[config.mk]
export PLATFORM = sky130hd
export DESIGN_NAME = data_mem_bridge
export DESIGN_NICKNAME = d
export VERILOG_FILES = /design/src/rtl/data_mem_bridge.sv
export SDC_FILE = /design/constraint.sdc
export NUM_CORES = 1
export LEC_CHECK = 0
export BUFFER_PORTS_ARGS = -buffer_cell sky130_fd_sc_hd__buf_2
export CELL_PAD_IN_SITES_DETAIL_PLACEMENT = 1
export CELL_PAD_IN_SITES_GLOBAL_PLACEMENT = 2
export CORE_MARGIN = 1.5
export CORE_UTILIZATION = 29
export DETAILED_ROUTE_END_ITERATION = 6
export GPL_TIMING_DRIVEN = 0
export PLACE_DENSITY_LB_ADDON = 0.05
export SYNTH_ARGS = -nofsm -noshare
export SYNTH_HDL_FRONTEND = slang
export SYNTH_SLANG_ARGS = --single-unit
[constraint.sdc]
create_clock -name clk -period 5 [get_ports clk]
set_clock_uncertainty 0.2 [all_clocks]
set_input_delay 0.25 -clock clk [delete_from_list [all_inputs] [get_ports clk]]
set_output_delay 0.25 -clock clk [all_outputs]
set_load 0.01 [all_outputs]
[src/rtl/data_mem_bridge.sv]
// rtl/data_mem_bridge.sv - CPU request/response to synchronous data SRAM bridge
// One request at a time; writes complete in the accept cycle, reads wait out LATENCY.
module data_mem_bridge #(
  parameter int ADDR_W  = 14,
  parameter int LATENCY = 1
) (
  input  logic              clk,
  input  logic              rst,
  input  logic [31:0]       Address,
  input  logic              MemWrite,
  input  logic [31:0]       Write_data,
  input  logic [3:0]        Write_strb,
  input  logic              MemRead,
  output logic              Mem_Req_Ready,
  output logic [31:0]       Read_data,
  output logic              Read_data_Valid,
  input  logic              Read_data_Ready,
  output logic              ram_en,
  output logic [3:0]        ram_wen,
  output logic [ADDR_W-1:0] ram_addr,
  output logic [31:0]       ram_wdata,
  input  logic [31:0]       ram_rdata,
  output logic [31:0]       rd_cnt,
  output logic [31:0]       wr_cnt
);

  typedef enum logic [1:0] {IDLE, WAIT, RESP} state_t;

  localparam logic [3:0] LAT_LOAD = 4'(LATENCY);

  state_t      state_q, state_d;
  logic [3:0]  lat_q, lat_d;
  logic [31:0] rdata_q, rdata_d;
  logic        valid_q, valid_d;
  logic [31:0] rd_cnt_q, rd_cnt_d;
  logic [31:0] wr_cnt_q, wr_cnt_d;
  logic        wr_acc, rd_acc;
  logic        unused_addr_bits;

  // A simultaneous read+write is treated as a write only.
  assign wr_acc = rst && (state_q == IDLE) && MemWrite;
  assign rd_acc = rst && (state_q == IDLE) && MemRead && !MemWrite;

  assign unused_addr_bits = ^{Address[31:ADDR_W+2], Address[1:0]};

  always_ff @(posedge clk or negedge rst) begin
    if (!rst) begin
      state_q  <= IDLE;
      lat_q    <= 4'd0;
      rdata_q  <= 32'd0;
      valid_q  <= 1'b0;
      rd_cnt_q <= 32'd0;
      wr_cnt_q <= 32'd0;
    end else begin
      state_q  <= state_d;
      lat_q    <= lat_d;
      rdata_q  <= rdata_d;
      valid_q  <= valid_d;
      rd_cnt_q <= rd_cnt_d;
      wr_cnt_q <= wr_cnt_d;
    end
  end

  always_comb begin
    state_d  = state_q;
    lat_d    = lat_q;
    rdata_d  = rdata_q;
    valid_d  = valid_q;
    rd_cnt_d = rd_cnt_q + {31'd0, rd_acc};
    wr_cnt_d = wr_cnt_q + {31'd0, wr_acc};
    case (state_q)
      IDLE: begin
        if (rd_acc) begin
          lat_d   = LAT_LOAD;
          state_d = WAIT;
        end
      end
      WAIT: begin
        lat_d = lat_q - 4'd1;
        if (lat_q == 4'd1) begin
          rdata_d = ram_rdata;
          valid_d = 1'b1;
          state_d = RESP;
        end
      end
      RESP: begin
        if (Read_data_Ready) begin
          valid_d = 1'b0;
          state_d = IDLE;
        end
      end
      default: state_d = IDLE;
    endcase
  end

  always_comb begin
    Mem_Req_Ready   = rst && (state_q == IDLE);
    ram_en          = wr_acc || rd_acc;
    ram_wen         = wr_acc ? Write_strb : 4'h0;
    ram_addr        = Address[ADDR_W+1:2];
    ram_wdata       = Write_data;
    Read_data       = rdata_q;
    Read_data_Valid = valid_q;
    rd_cnt          = rd_cnt_q;
    wr_cnt          = wr_cnt_q;
  end

endmodule

Word level (Yosys, flattened, before mapping). Cells that the tools add are included. W data, S select, Z words.

Multiplexer cells: 10. Eq/ne operators: 6. Add/subtract/negate cells: 3. Reduce and logical (&&, ||, !) cells: 13.

Operators with widths (count): $add A32 B1 Y32 (2); $mux W4 (2); $pmux W4 S2 (1); $mux W2 (3); $ne A2 B2 Y1 const B (3); $pmux W2 S3 (1); $reduce_and A3 Y1 (2); $eq A4 B1 Y1 const B (1); $logic_and A1 B1 Y1 (4); $reduce_and A2 Y1 (2); $reduce_bool A2 Y1 (2); $sub A4 B1 Y4 const B (1); $eq A2 B1 Y1 const B (1); $eq A2 B2 Y1 const B (1); $logic_not A2 Y1 (1); $mux W1 (2); $pmux W1 S2 (1); $logic_not A1 Y1 (1); $logic_or A1 B1 Y1 (1).

Output and inout bits: 149. Input bits: 105. Word-level logic and storage cells: 38. Bits in registers: 103.

Depth between registers and ports, before layout. Gate-level depths: netlist of run 1.

Depth in word-level cells: 6. Mapped depth: 9.

Worst setup path before layout of run 1. Ideal clock, no wire load.

Path kind: register to register. From: reg state_q[0]. To: reg wr_cnt_q[26], in the netlist wr_cnt[26]. Path slack: 2.405 ns. Setup time: 0.079 ns. Period minus slack after synthesis: 2.595 ns. Data arrival time: 2.316 ns. Data required time: 4.721 ns. Cell stages (with the launch flop): 9. Path through: dfrtp_1 nor3b_2 and2_1 ha_1 ha_1 nand4_1 or4_4 nor3_2 xor2_1.

Word-level cells in the longest chain between the ends: 4.

Ends and longest elaborated chain: start, declared (line 31) `state_t state_q, state_d;`; start signal, assigned (line 55) `state_q <= state_d;`; $logic_not A2 Y1; $logic_and A1 B1 Y1; net Mem_Req_Ready (line 14) `output logic Mem_Req_Ready,`; $logic_and A1 B1 Y1 (line 41) `assign wr_acc = rst && (state_q == IDLE) && MemWrite;`; $add A32 B1 Y32 (line 70) `wr_cnt_d = wr_cnt_q + {31'd0, wr_acc};`; net wr_cnt_d[26] (line 36) `logic [31:0] wr_cnt_q, wr_cnt_d;`; end signal, assigned (line 60) `wr_cnt_q <= wr_cnt_d;`; end, declared (line 36).

The timed path passes the listed nets, and every way through them passes these cells. A chain may end at the register's enable or synchronous reset.

Final worst setup path of run 1.
From: in rst. To: reg rd_cnt_q[30], in the netlist rd_cnt[30].

Word-level cells in the longest chain between the ends: 4.

Ends and longest elaborated chain: start, declared (line 8) `input logic rst,`; $logic_and A1 B1 Y1 (3 in a row) (line 42) `assign rd_acc = rst && (state_q == IDLE) && MemRead && !MemWrite;`; $add A32 B1 Y32 (line 69) `rd_cnt_d = rd_cnt_q + {31'd0, rd_acc};`; net rd_cnt_d[30] (line 35) `logic [31:0] rd_cnt_q, rd_cnt_d;`; end signal, assigned (line 59) `rd_cnt_q <= rd_cnt_d;`; end, declared (line 35).

The timed path passes the listed nets, and every way through them passes these cells.

==> flow_summary_export.csv, run 1 <==
group,metric,value,unit
outcome,status,"completed",
worst_setup_path,cpMostUsedCell,"ha_1",
power_and_ir_drop,power_frac_clock,0.275,
global_route,grt.overflow.total,0,
clock_network,cts.sinks,103,
min_path,hold_path.class,"in2reg",
drt,drt_iter0_drc,155,
worst_setup_path,critPathCaptureType,"flip-flop",
cells_and_area,antenna_cells,0,
clock_network,cts_root_buf,"clkbuf_16",
global_route,grt_use_total,0.1495,
worst_setup_path,path_max_fanout,53,
worst_setup_path,crit_start,"rst",
run,cap_violations,0,
cells_and_area,fillers,1800,
synthesis,yosys_register_bits,103,
die,die_x,131.8,um
sta,slew_headroom,0.4341,
power_and_ir_drop,peakVddDrop,0.0002090,V
cells_and_area,final_cell_area,6694,um2
die,die_y,131.8,um
worst_setup_path,crit_buf_inv,3,
worst_setup_path,slowest_stage,"buf_4",
sta,worst_slack,1.160,ns
drt,firstDrtPassIters,4,
power_and_ir_drop,leakage,3.494,nW
min_path,hp-start,"MemWrite",
global_route,antenna_found_initial,0,
clock_network,cts-htree-levels,3,
place,place_inst,810,
synthesis,avgSynthCellArea,11.91,um2
sta,hold_violations,0,
worst_setup_path,crit_family,"simple AND/OR/NAND/NOR gates",
cells_and_area,drive_gt1_frac,0.4643,
synthesis,ys_seq_area_frac,0.5358,
drt,via_count,3909,
place,pre_cts_slack,1.263,ns
power_and_ir_drop,p_int,1.793,mW
die,num_rows,46,
worst_setup_path,r2r-start,"state_q[0]$_DFFE_PN0P_",
die,core_area,16060,um2
clock_network,hold_buffers,34,
drt,wl_per_cell,14.61,um
synthesis,synthesis.nets,516,
die,ios,254,
cells_and_area,fin_cells,860,
sta,hold_ws,0.1279,ns
sta,setup_viol,0,
sta,post-route-period-util,0.7680,
sta,layout_min_cycle_time,3.840,ns
place,place_area,6057,um2
min_path,worstHoldPathCells,3,
die,initial_core_util,0.2996,
cells_and_area,final_net_count,751,
power_and_ir_drop,power_frac_comb,0.275,
worst_setup_path,setup.worst_path.start_class,"input pin",
global_route,grt_pass1_wl,21.19,mm
clock_network,post_cts_resized,0,
worst_setup_path,slowest_delay,0.57,ns
worst_setup_path,cp.arrival,3.91,ns
clock_network,clock_path_buffers,2,
drt,drt_drc_violations_left,0,
place,gp_congestion,0.7188,
synthesis,netlist_area,4811,um2
global_route,grt_pass1_vias,4141,
global_route,grt_max_degree,54,
worst_setup_path,r2r_cells,9,
sta,tightest_slew,0.8423,ns
power_and_ir_drop,p_switching,0.8111,mW
clock_network,worstSkewPairLatency,0.35,ns
sta,report.final.slew_viol_count,0,
place,dp_hpwl,9.230,mm
clock_network,cts_tree,"yes",
power_and_ir_drop,pwr-share-seq,0.450,
power_and_ir_drop,switching_share,0.3115,
worst_setup_path,crit_type,"in2reg",
synthesis,ys_warn_count,0,
clock_network,cts_setup_buffers,0,
drt,drtAntennaViolNets,0,
drt,finalWirelength,12.56,mm
place,io_buffers,189,
power_and_ir_drop,power,2.604,mW
worst_setup_path,crit_chain,"dlygate4sd3_1, buf_4, nor3b_2, nand3b_1, inv_1, ha_1, ha_1, nand4_1, nor4_4, nor4b_2, xor2_1",
worst_setup_path,cp.depth,11,
sta,grt_setup_unrepaired,"no",
clock_network,cts-buffers-inserted,9,
clock_network,clk_pin_slew,0.07,ns
die,die_area,17370,um2
drt,viasPerCell,4.545,
worst_setup_path,required,5.07,ns
cells_and_area,area_delta_synth_final,39.14,%
synthesis,synth_cells,404,
synthesis,synth_cell_types,36,
power_and_ir_drop,power_density,389.0,nW/um2
sta,max_freq,260.4,MHz
[per-stage QoR]
stage	setup TNS, ns	utilization
2_1_floorplan	0	-
3_3_place_gp	-0.4009	0.3753
3_5_place_dp	0	0.3772
4_1_cts	0	0.4169
5_1_grt	0	0.4169
6_report	0	0.4169
[power groups by stage]
stage               combinational, mW  clock [mW]  sequential [mW]
floorplan                       0.314           0             1.25
global placement                0.693           0             1.18
detailed placement              0.709           0             1.19
CTS                             0.731       0.747             1.18
global route                    0.789       0.781             1.20
finish                          0.716       0.716             1.17
[Yosys cell counts]
| cell | n | area share |
|---|---|---|
| a21oi_1 | 3 | 0.0031 |
| and2_1 | 3 | 0.0039 |
| and3_1 | 16 | 0.021 |
| and3_2 | 2 | 0.0031 |
| and4_1 | 5 | 0.0091 |
| and4_2 | 1 | 0.0021 |
| buf_2 | 4 | 0.0042 |
| buf_4 | 46 | 0.072 |
| clkbuf_1 | 1 | 0.00078 |
| dfrtp_1 | 103 | 0.54 |
| ha_1 | 7 | 0.018 |
| inv_1 | 6 | 0.0047 |
| mux2_2 | 32 | 0.075 |
| mux2i_1 | 1 | 0.0021 |
| nand2_1 | 26 | 0.020 |
| nand3_1 | 26 | 0.027 |
| nand3b_1 | 1 | 0.0016 |
| nand4_1 | 19 | 0.025 |
| nand4_4 | 1 | 0.0044 |
| nor2_1 | 12 | 0.0094 |
| nor2b_1 | 1 | 0.0013 |
| nor3_1 | 6 | 0.0062 |
| nor3_2 | 2 | 0.0042 |
| nor3b_1 | 1 | 0.0016 |
| nor3b_2 | 1 | 0.0026 |
| nor4_1 | 7 | 0.0091 |
| nor4_4 | 2 | 0.0088 |
| nor4b_2 | 1 | 0.0031 |
| o21a_1 | 1 | 0.0016 |
| o21ai_0 | 2 | 0.0021 |
| o31ai_1 | 1 | 0.0016 |
| or2_1 | 1 | 0.0013 |
| or3_1 | 1 | 0.0013 |
| or4_4 | 1 | 0.0023 |
| xnor2_1 | 36 | 0.066 |
| xor2_1 | 25 | 0.046 |
[per-layer routing]
metal / up-vias / wire length (um) / global-route usage
met5: - / 0 / 0
met4: 0 / 204 / 0.05679
met3: 16 / 1033 / 0.04960
met2: 166 / 6026 / 0.2439
met1: 1907 / 5298 / 0.1839
li1: 1820 / - / -
[cells in the final DEF (no fill, tap or decap), types with 5 or more instances in the layout]
master         count
and4_1             5
nand2_1           26
nor4_1             7
buf_2            192
nand3_1           26
and3_1            16
xor2_1            25
dlygate4sd3_1     34
xnor2_1           36
nand4_1           19
nor2_1            12
clkbuf_16          9
buf_4             47
dfrtp_1          103
ha_1               7
nor3_1             6
inv_1              6
mux2_2            32
[path summary, 6_finish.rpt]
path	endpoint	slack, ns
min in group asynchronous	wr_cnt[27]$_DFF_PN0_	0.30
max in group asynchronous	Read_data[4]$_DFFE_PN0P_	3.58
min	wr_cnt[0]$_DFF_PN0_	0.13
max	rd_cnt[30]$_DFF_PN0_	1.16
min reg2reg	lat_q[3]$_DFFE_PN0P_	0.28
max reg2reg	rd_cnt[30]$_DFF_PN0_	1.87
[cell type report]
type,instances,area (um2),share of cell area
Clock inverter,7,71.32,0.01065
Timing Repair Buffer,224,1316,0.1966
Tap cell,216,270.3,0.04037
Sequential cell,103,2577,0.3850
Multi-Input combinational cell,244,1842,0.2751
Clock buffer,9,225.2,0.03364
Inverter,6,22.52,0.003364
Buffer,51,369.1,0.05514
[worst min-delay path: stages]
cell    delay, ns
buf_2        0.13
and2_1       0.14
ha_1         0.12
[state kept, by name, summed over array words and instances (netlist names)]
register,flops
state_q,2
lat_q,4
rd_cnt,32
wr_cnt,32
Read_data_Valid,1
Read_data,32
[cells by family after synthesis]
| group | Yosys count | share of synthesized area |
|---|---|---|
| AO/OA/AOI/OAI | 7 | 0.008323 |
| XOR/XNOR | 61 | 0.1111 |
| adder cells (fa/ha/maj) | 7 | 0.01820 |
| buffers and inverters | 57 | 0.08140 |
| flip-flops | 103 | 0.5358 |
| multiplexers | 33 | 0.07698 |
| AND/OR/NAND/NOR | 136 | 0.1683 |
Note: power is estimated with default switching activity, not from simulation.
==> run 2: changes to the inputs <==
--- a/config.mk
+++ b/config.mk
@@ -5,11 +5,12 @@
 export SDC_FILE = /design/constraint.sdc
 export NUM_CORES = 1
 export LEC_CHECK = 0
+export ABC_AREA = 1
 export BUFFER_PORTS_ARGS = -buffer_cell sky130_fd_sc_hd__buf_2
 export CELL_PAD_IN_SITES_DETAIL_PLACEMENT = 1
 export CELL_PAD_IN_SITES_GLOBAL_PLACEMENT = 2
 export CORE_MARGIN = 1.5
-export CORE_UTILIZATION = 29
+export CORE_UTILIZATION = 25
 export DETAILED_ROUTE_END_ITERATION = 6
 export GPL_TIMING_DRIVEN = 0
 export PLACE_DENSITY_LB_ADDON = 0.05
==> constraint.sdc (replaced) <==
create_clock -name clk -period 3.65 [get_ports clk]
set_clock_uncertainty 0.2 [all_clocks]
set_input_delay 0.1825 -clock clk [delete_from_list [all_inputs] [get_ports clk]]
set_output_delay 0.1825 -clock clk [all_outputs]
set_load 0.01 [all_outputs]
==> run 2 against run 1 <==
Compared with the run above:
- synthesized cell count grew 76%
- first-iteration DRC count shrank 1.3%
- sequential power grew 36%
- wire length grew 39%
- largest cell class unchanged
==> flow_summary_export.csv, run 2 <==
group,metric,value,unit
outcome,status,"completed",
synthesis,synth_top_cell_by_area,"dfrtp_1",
worst_setup_path,path_max_fanout,45,
worst_setup_path,r2r-end,"wr_cnt[18]$_DFF_PN0_",
global_route,grt_use_total,0.1532,
sta,report.final.slew_viol_count,0,
synthesis,yosys-top-cells-area,"dfrtp_1 (46%), nand2_1 (15%), buf_4 (6.2%), nor2_1 (6.1%), inv_1 (5.9%)",
die,die_area,23240,um2
synthesis,ys_seq_area_frac,0.4617,
synthesis,synth_edf_count,0,
synthesis,ys.flop_type,"dfrtp_1",
clock_network,worstSkewPairLatency,0.36,ns
sta,hold_violations,0,
synthesis,synth_cells,712,
global_route,grt.overflow.total,0,
global_route,grt_max_degree,63,
sta,tightest_slew,0.4624,ns
sta,fin_setup_tns,0,ns
sta,slew_headroom,0.6917,
place,io_buffers,189,
min_path,hp-start,"MemRead",
clock_network,clk_pin_slew,0.09,ns
place,dp_hpwl,13.54,mm
run,cap_violations,0,
drt,drt_drc_violations_left,0,
sta,grt_setup_unrepaired,"no",
cells_and_area,multiInputGateArea,2266,um2
drt,viasPerCell,4.245,
cells_and_area,register_area,2577,um2
synthesis,yosysMostFrequentCell,"nand2_1",
synthesis,ys_warn_count,0,
die,die_y,152.4,um
cells_and_area,final_cell_mix,"nand2_1 (225), buf_2 (188), dfrtp_1 (103), nor2_1 (91), inv_1 (88)",
worst_setup_path,crit_type,"in2reg",
cells_and_area,final_net_count,1060,
synthesis,netlist_area,5583,um2
die,initial_core_util,0.2550,
synthesis,yosysTopAreaCellShare,0.4617,
clock_network,clock_path_buffers,2,
place,gp_congestion,0.7391,
drt,wl_per_cell,14.14,um
cells_and_area,drive_gt1_frac,0.3179,
die,core_area,21890,um2
worst_setup_path,slowest_stage,"dlygate4sd3_1",
cells_and_area,fillers,2676,
clock_network,cts_root_buf,"clkbuf_16",
global_route,grt_pass1_vias,5724,
worst_setup_path,required,3.71,ns
worst_setup_path,reg2reg_slack,1.03,ns
die,die_x,152.4,um
worst_setup_path,slowest_delay,0.58,ns
worst_setup_path,cp.arrival,3.23,ns
min_path,worstHoldPathCells,3,
drt,finalWirelength,17.43,mm
clock_network,cts-htree-levels,3,
synthesis,synth_cell_types,26,
synthesis,async_flop_share,1.000,
power_and_ir_drop,peakVddDrop,0.0002210,V
synthesis,avgSynthCellArea,7.841,um2
min_path,hold_path.class,"in2reg",
worst_setup_path,r2r_cells,12,
global_route,grt_pass1_wl,29.02,mm
drt,via_count,5234,
worst_setup_path,critPathCaptureType,"flip-flop",
worst_setup_path,crit_chain,"dlygate4sd3_1, buf_12, buf_16, nor3b_1, nand2_1, inv_1, ha_1, ha_1, inv_1, nor2_2, nand2_2, nor2_2, nand2_1, nand2_1, nand2_1",
clock_network,cts_tree,"yes",
drt,firstDrtPassIters,4,
place,place_inst,1182,
global_route,antenna_found_initial,0,
synthesis,synthesis.nets,824,
power_and_ir_drop,leakage,3.937,nW
die,num_rows,54,
worst_setup_path,r2r-start,"state_q[1]$_DFFE_PN0P_",
sta,max_freq,314.9,MHz
synthesis,yosys-top-cells-count,"nand2_1 (225), dfrtp_1 (103), nor2_1 (91)",
sta,post-route-period-util,0.8700,
drt,drt_iter0_drc,153,
die,ios,254,
cells_and_area,fin_cells,1233,
clock_network,cts.sinks,103,
power_and_ir_drop,power_density,481.5,nW/um2
cells_and_area,area_delta_synth_final,35.72,%
synthesis,yosys_register_bits,103,
cells_and_area,final_common_cell,"nand2_1",
cells_and_area,antenna_cells,0,
worst_setup_path,setup.worst_path.start_class,"input pin",
worst_setup_path,cpMostUsedCell,"nand2_1",
clock_network,cts-buffers-inserted,9,
drt,drtAntennaViolNets,0,
sta,setup_viol,0,
sta,layout_min_cycle_time,3.175,ns
clock_network,cts_setup_buffers,0,
min_path,hold_end,"state_q[0]$_DFFE_PN0P_",
-- run 2: cell types whose count changed after synthesis, sizes merged, moves of 6 or more --
cell and delta:
nand2 +212, nor2 +101, inv +82, mux2 -32
o21ai +32, xnor2 -24, nand4 -19, and3 -18
nor4 -9, and4 -6, xor2 -6
-- run 2: layout make-up --
cell class	count	area share
Sequential cell	103	0.3402
Clock inverter	7	0.008587
Clock buffer	9	0.02972
Tap cell	280	0.04624
Buffer	53	0.05400
Inverter	88	0.04359
Multi-Input combinational cell	468	0.2990
Timing Repair Buffer	225	0.1787
-- run 2: worst max-delay path, delay by kind of cell --
family	cells	cell delay [ns]
and+or+nand+nor	8	1.18
buffers and inverters	5	1.30
adders and majority gates	2	0.50
-- run 2: per-layer routing --
layer / share of wire / track usage / wire length [um]
met1: 0.43 / 0.1850 / 7471
met2: 0.50 / 0.2706 / 8751
met4: 0.011 / 0.04075 / 189
met5: 0 / 0 / 0
met3: 0.059 / 0.03840 / 1023
-- run 2: power by group --
group | internal [mW] | leakage (nW) | total, mW | switching [mW]
registers | 1.41 | 1.35 | 1.59 | 0.189
logic | 0.470 | 2.45 | 1.07 | 0.602
clock network | 0.480 | 0.140 | 0.982 | 0.502
-- run 2: repair_timing --
item	4_1_cts	5_1_grt
gates resized for setup	0	3
endpoints found under the setup margin	0	4
hold endpoints to repair	80	0
hold buffers	34	0
-- run 2: per-stage QoR --
| step | setup slack [ns] | cell area (um2) | hold WS, ns | power [mW] | utilization |
|---|---|---|---|---|---|
| final | 0.4745 | 7577 | 0.05044 | 3.649 | 0.3461 |
| after CTS | 0.1436 | 7543 | 0.04661 | 3.718 | 0.3446 |
| after floorplan | 1.233 | 5583 | -0.3131 | 2.186 | - |
| after global routing | 0.06657 | 7577 | 0.08109 | 3.927 | 0.3461 |
| after global placement | -0.8943 | 6879 | 0.1958 | 2.630 | 0.3142 |
| after detailed placement | 0.3434 | 6913 | -0.05264 | 2.675 | 0.3158 |
-- run 2: logic make-up after synthesis --
| group | after synthesis | synth area share |
|---|---|---|
| AOI/OAI and AO/OA | 37 | 0.03832 |
| xor gates and xnor gates | 31 | 0.04998 |
| adders and majority gates | 7 | 0.01569 |
| buffers and inverters | 141 | 0.1325 |
| DFF | 103 | 0.4617 |
| and+or+nand+nor | 393 | 0.3019 |
-- run 2: worst max path at each step --
stage	cells past startpoint	endpoint	start	slack [ns]
2_1_floorplan	12	wr_cnt[18]$_DFF_PN0_	state_q[1]$_DFFE_PN0P_	1.23
3_3_place_gp	13	wr_cnt[18]$_DFF_PN0_	rst	-0.89
3_5_place_dp	14	wr_cnt[18]$_DFF_PN0_	rst	0.34
4_1_cts	15	wr_cnt[18]$_DFF_PN0_	rst	0.14
5_1_grt	15	wr_cnt[18]$_DFF_PN0_	rst	0.07
6_report	15	wr_cnt[18]$_DFF_PN0_	rst	0.47
